==> config.mk <==
export PLATFORM = sky130hd
export DESIGN_NAME = uart_tx_fifo_flat
export DESIGN_NICKNAME = d
export VERILOG_FILES = /design/src/rtl/uart_tx_fifo_if.sv /design/src/rtl/uart_tx_fifo.sv /design/src/flat_wrapper.sv
export SDC_FILE = /design/constraint.sdc
export NUM_CORES = 1
export LEC_CHECK = 0
export BUFFER_PORTS_ARGS = -buffer_cell sky130_fd_sc_hd__buf_4
export CELL_PAD_IN_SITES_DETAIL_PLACEMENT = 0
export CELL_PAD_IN_SITES_GLOBAL_PLACEMENT = 1
export CORE_MARGIN = 5
export CORE_UTILIZATION = 40
export CTS_CLUSTER_SIZE = 12
export DETAILED_ROUTE_END_ITERATION = 12
export PLACE_DENSITY_LB_ADDON = 0.1
export SLEW_MARGIN = 20
export SYNTH_ARGS = -nofsm -noshare
export SYNTH_HDL_FRONTEND = slang
export SYNTH_SLANG_ARGS = --single-unit
==> constraint.sdc <==
create_clock -name clk -period 5.5 [get_ports clk]
set_input_delay 1.1 -clock clk [delete_from_list [all_inputs] [get_ports clk]]
set_output_delay 1.1 -clock clk [all_outputs]
set_load 0.02 [all_outputs]
==> src/rtl/uart_tx_fifo_if.sv <==
// Byte-stream handshake feeding the UART transmitter FIFO.
// The producer drives in_data/in_valid; the transmitter answers with in_ready.
interface uart_tx_fifo_if;
    logic [7:0] in_data;
    logic       in_valid;
    logic       in_ready;

    modport master (
        output in_data,
        output in_valid,
        input  in_ready
    );

    modport slave (
        input  in_data,
        input  in_valid,
        output in_ready
    );
endinterface

==> src/rtl/uart_tx_fifo.sv <==
// 8N1 UART transmitter with a small byte FIFO in front of it.
// ser_tx is a registered copy of the current line level, so it trails the
// FSM state by one clock; every bit therefore still lasts CLKS_PER_BIT cycles.
module uart_tx_fifo #(
    parameter int CLKS_PER_BIT = 106,
    parameter int FIFO_DEPTH   = 4
) (
    input  logic                          clk,
    input  logic                          reset,
    uart_tx_fifo_if.slave                 in_if,
    output logic                          ser_tx,
    output logic                          busy,
    output logic [$clog2(FIFO_DEPTH):0]   fifo_count
);
    localparam int AW  = $clog2(FIFO_DEPTH);
    localparam int CNW = AW + 1;
    localparam int CW  = $clog2(CLKS_PER_BIT);

    localparam logic [CNW-1:0] DEPTH_C   = CNW'(FIFO_DEPTH);
    localparam logic [CNW-1:0] CNT_ZERO  = {CNW{1'b0}};
    localparam logic [CNW-1:0] CNT_ONE   = CNW'(1);
    localparam logic [AW-1:0]  PTR_ZERO  = {AW{1'b0}};
    localparam logic [AW-1:0]  PTR_ONE   = AW'(1);
    localparam logic [CW-1:0]  CYC_ZERO  = {CW{1'b0}};
    localparam logic [CW-1:0]  CYC_ONE   = CW'(1);
    localparam logic [CW-1:0]  CYC_LAST  = CW'(CLKS_PER_BIT - 1);

    localparam logic [1:0] ST_IDLE  = 2'd0;
    localparam logic [1:0] ST_START = 2'd1;
    localparam logic [1:0] ST_DATA  = 2'd2;
    localparam logic [1:0] ST_STOP  = 2'd3;

    logic [7:0]     mem_r [FIFO_DEPTH];
    logic [AW-1:0]  wptr_r;
    logic [AW-1:0]  rptr_r;
    logic [CNW-1:0] count_r;
    logic [1:0]     state_r;
    logic [CW-1:0]  cyc_r;
    logic [2:0]     bit_r;
    logic [7:0]     shift_r;
    logic           ser_tx_r;

    logic           ready_s;
    logic           push_s;
    logic           pop_s;
    logic           bit_end_s;
    logic           nonempty_s;

    // Handshake, pop and bit-boundary decisions for the current cycle.
    always_comb begin
        nonempty_s = (count_r != CNT_ZERO);
        bit_end_s  = (cyc_r == CYC_LAST);
        ready_s    = (~reset) & (count_r < DEPTH_C);
        push_s     = in_if.in_valid & ready_s;
        pop_s      = 1'b0;
        case (state_r)
            ST_IDLE: pop_s = nonempty_s;
            ST_STOP: pop_s = bit_end_s & nonempty_s;
            default: pop_s = 1'b0;
        endcase
    end

    // FIFO pointers and occupancy; reset discards anything still queued.
    always_ff @(posedge clk) begin
        if (reset) begin
            wptr_r  <= PTR_ZERO;
            rptr_r  <= PTR_ZERO;
            count_r <= CNT_ZERO;
        end else begin
            if (push_s) begin
                wptr_r <= wptr_r + PTR_ONE;
            end
            if (pop_s) begin
                rptr_r <= rptr_r + PTR_ONE;
            end
            case ({push_s, pop_s})
                2'b10:   count_r <= count_r + CNT_ONE;
                2'b01:   count_r <= count_r - CNT_ONE;
                default: count_r <= count_r;
            endcase
        end
    end

    // Byte storage; validity is tracked by the pointers, so no reset is needed.
    always_ff @(posedge clk) begin
        if (push_s) begin
            mem_r[wptr_r] <= in_if.in_data;
        end
    end

    // Frame sequencer: START, eight DATA bits LSB first, STOP, chaining frames.
    always_ff @(posedge clk) begin
        if (reset) begin
            state_r <= ST_IDLE;
            cyc_r   <= CYC_ZERO;
            bit_r   <= 3'd0;
            shift_r <= 8'h00;
        end else begin
            case (state_r)
                ST_IDLE: begin
                    cyc_r <= CYC_ZERO;
                    bit_r <= 3'd0;
                    if (pop_s) begin
                        shift_r <= mem_r[rptr_r];
                        state_r <= ST_START;
                    end
                end
                ST_START: begin
                    if (bit_end_s) begin
                        cyc_r   <= CYC_ZERO;
                        bit_r   <= 3'd0;
                        state_r <= ST_DATA;
                    end else begin
                        cyc_r <= cyc_r + CYC_ONE;
                    end
                end
                ST_DATA: begin
                    if (bit_end_s) begin
                        cyc_r   <= CYC_ZERO;
                        shift_r <= {1'b0, shift_r[7:1]};
                        if (bit_r == 3'd7) begin
                            bit_r   <= 3'd0;
                            state_r <= ST_STOP;
                        end else begin
                            bit_r <= bit_r + 3'd1;
                        end
                    end else begin
                        cyc_r <= cyc_r + CYC_ONE;
                    end
                end
                ST_STOP: begin
                    if (bit_end_s) begin
                        cyc_r <= CYC_ZERO;
                        if (pop_s) begin
                            shift_r <= mem_r[rptr_r];
                            state_r <= ST_START;
                        end else begin
                            state_r <= ST_IDLE;
                        end
                    end else begin
                        cyc_r <= cyc_r + CYC_ONE;
                    end
                end
                default: begin
                    state_r <= ST_IDLE;
                    cyc_r   <= CYC_ZERO;
                    bit_r   <= 3'd0;
                end
            endcase
        end
    end

    // Registered line driver: level for the state the sequencer is in now.
    always_ff @(posedge clk) begin
        if (reset) begin
            ser_tx_r <= 1'b1;
        end else begin
            case (state_r)
                ST_START: ser_tx_r <= 1'b0;
                ST_DATA:  ser_tx_r <= shift_r[0];
                default:  ser_tx_r <= 1'b1;
            endcase
        end
    end

    assign ser_tx         = ser_tx_r;
    assign busy           = (state_r != ST_IDLE) | nonempty_s;
    assign fifo_count     = count_r;
    assign in_if.in_ready = ready_s;
endmodule

==> src/flat_wrapper.sv <==
// flat-port wrapper written by rule: the top's interface ports become plain ports
module uart_tx_fifo_flat 
#(
    parameter int CLKS_PER_BIT = 106,
    parameter int FIFO_DEPTH   = 4
)
  (clk, reset, ser_tx, busy, fifo_count, in_if_in_data, in_if_in_valid, in_if_in_ready);
  uart_tx_fifo_if in_if_i ();
  input  logic clk;
  input  logic reset;
  output logic ser_tx;
  output logic busy;
  output logic [$clog2(FIFO_DEPTH):0] fifo_count;
  input wire logic [$bits(in_if_i.in_data)-1:0] in_if_in_data;
  input wire logic [$bits(in_if_i.in_valid)-1:0] in_if_in_valid;
  output wire logic [$bits(in_if_i.in_ready)-1:0] in_if_in_ready;
  assign in_if_i.in_data = in_if_in_data;
  assign in_if_i.in_valid = in_if_in_valid;
  assign in_if_in_ready = in_if_i.in_ready;
  uart_tx_fifo #(.CLKS_PER_BIT(CLKS_PER_BIT), .FIFO_DEPTH(FIFO_DEPTH)) u_core (.clk(clk), .reset(reset), .in_if(in_if_i), .ser_tx(ser_tx), .busy(busy), .fifo_count(fifo_count));
endmodule
==> metrics <==
status finished, final reports clean; Worst-Margin Slew 984 ps; Final Slew Violations 0; grt ovf 0; Post-DP Area 3110 um2; vias per cell 5.12; leakage dissipation 1.21 nW; antenna cell count 0; initial core utilization 0.408; hold buffer count at CTS 0; Post-Synth Simple-Gate Area 0.136; Critical Path Start u_core.state_r[0]; DP Cell Count between 300 and 400; vias in the first global route 1,730; clock root cell clkbuf_8; endpoints failing hold 0; RSZ-0062 raised after global routing no; nets between 200 and 300; Final GP Congestion around 0.71; hold crit path type flip-flop to flip-flop; largest net degree at the start of global routing 26; Synth area leader edfxtp_1; Critical Path Sink busy; required time of the critical path 4400 ps; CTS tree done; design area between 3000 and 4000 um2; Routed wire per std cell around 15 um; multiplexer share of the synthesized area 0.108; Syn Area/Cell 12.8 um2; Primary FF master, synth edfxtp_1; Finished Layout Cells 350; Setup crit start kind flip-flop; CP endpoint kind primary output; Reg2Reg Setup Slack 2760 ps; router iterations before antenna repair 4; Die ar. 9130 um2; adder-cell share of the synthesized area 0.0752; # setup viols final 0; FP Rows 31; Post-synth EDFFs 32; H-tree depth 3; final worst setup slack ~2600 ps; DRC viols 0; FF-to-FF Start u_core.state_r[0]; Detailed Route WL between 5000 and 6000 um; post-CTS sizing 0; clock transition at the registers of the reported paths ~70 ps; crit share post-route 0.530; initial antenna violation count 0; most frequent cells in the layout edfxtp_1 (32), dfxtp_1 (30), nor2_1 (20); Max Cap Viol 0; first-iteration detailed-routing DRC count 90; fmax roughly 340 MHz; Reg2Reg Depth 9; IO Pins 17; Yosys reg bits 62; main combinational cell family by area after synthesis simple AND/OR/NAND/NOR gates; commonest non-fill, non-tap cell in the layout edfxtp_1; PwrDens 483 nW/um2; Post-DP HPWL 3720 um; Max clock buf depth 2; Clock Sink Count between 60 and 70; crit path kind flip-flop to primary output; routed via count 1,792; crit-path max FO 6; pre-CTS WS 2390 ps; top cells by area, synth edfxtp_1 (33%), dfxtp_1 (21%), ha_1 (6.8%); arrival time worst endpoint 1820 ps; synth unique cells 49; setup TNS 0 ps; area share of the largest cell type after synthesis 0.328; hold path startpoint u_core.cyc_r[0]; Peak VDD IR between 200 and 250 uV; synthesized area 2930 um2; Post-Synthesis Cells 228; FF-to-FF End u_core.fifo_count[2]; Die H 95.6 um; Post-CTS Setup Repair Bufs 0; die width 95.6 um; first-pass GRT wire length 8870 um; Layout area overhead 13.5%; Clock Latency Late Sink 340 ps; Mapped Nets 256; Port-buffer cells 16; Worst slew margin 0.339; Routed Antenna Nets 0; Seq/Total Area, Yosys 0.533; clk_skew 10.7 ps; share of cells above drive strength 1 0.187; Core ar. 7180 um2; Tmin final 2920 ps; GRT Overall Usage 0.132; CTS Buf Count 9; Compound-Gate Fraction of Synth Area 0.0910; Synth async-reset ratio 0; Post-Synth XOR/XNOR Area 0.0239; YS warnings 0
-- flip-flops by register name, indices dropped and copies added (netlist names), named ones only --
name               flops
u_core.mem_r          32
u_core.shift_r         8
u_core.cyc_r           7
u_core.bit_r           3
u_core.fifo_count      3
u_core.rptr_r          2
u_core.state_r         2
u_core.wptr_r          2
u_core.ser_tx          1
-- logic make-up after synthesis --
family	after synthesis
fa+ha+maj	17
compound gates	36
buf+inv	18
mux	20
simple gates	67
flops	62
xor+xnor	8
-- cell type report --
cell class	count	area [um2]
Multi-Input combinational cell	148	1270
Sequential cell	62	1560
Clock inverter	6	85.1
Timing Repair Buffer	16	120
Tap cell	99	124
Clock buffer	10	128
Inverter	9	33.8
Fill cell	690	3850
-- worst max-delay path: stages (launching register included) --
cell and delay (ps):
dfxtp_1 360, inv_1 160, ha_1 290, or4b_1 490, buf_4 180
-- cells in the mapped netlist (all sizes together), types with 3 or more instances --
library cell   n
nor2          20
xor2           3
ha            16
a211oi        17
clkbuf         4
nand2b         5
edfxtp        32
buf            5
o21ai          5
a21oi          6
nand4b         3
inv            9
dfxtp         30
mux2          10
xnor2          5
nor2b          3
and3           6
nand3          3
mux4           8
nor3          10
-- routing by layer --
metal,share of wire,track usage
met5,0,0
met2,0.45,0.188
met4,0.011,0.0462
met3,0.035,0.0545
met1,0.50,0.182
-- per-stage QoR --
| step | utilization | total power [W] | hold slack, ps |
|---|---|---|---|
| 2_1_floorplan | - | 0.00106 | 430 |
| 3_3_place_gp | 0.433 | 0.00119 | 451 |
| 3_5_place_dp | 0.433 | 0.00119 | 453 |
| 4_1_cts | 0.463 | 0.00163 | 471 |
| 5_1_grt | 0.463 | 0.00172 | 507 |
| 6_report | 0.463 | 0.00160 | 464 |
-- worst min-delay path by stage --
stage,cells past startpoint,slack [ps],end
global route,1,510,u_core.cyc_r[0]
CTS,1,470,u_core.cyc_r[0]
finish,1,460,u_core.cyc_r[0]
detailed placement,1,450,u_core.cyc_r[0]
floorplan,1,430,u_core.cyc_r[0]
global placement,1,450,u_core.cyc_r[0]
-- where the power goes --
part / internal [W] / switching [W]
Sequential: 0.000548 / 0.0000538
Clock: 0.000255 / 0.000176
Combinational: 0.000255 / 0.000317
Total: 0.00106 / 0.000546
Power figures use the tool's default switching activity.
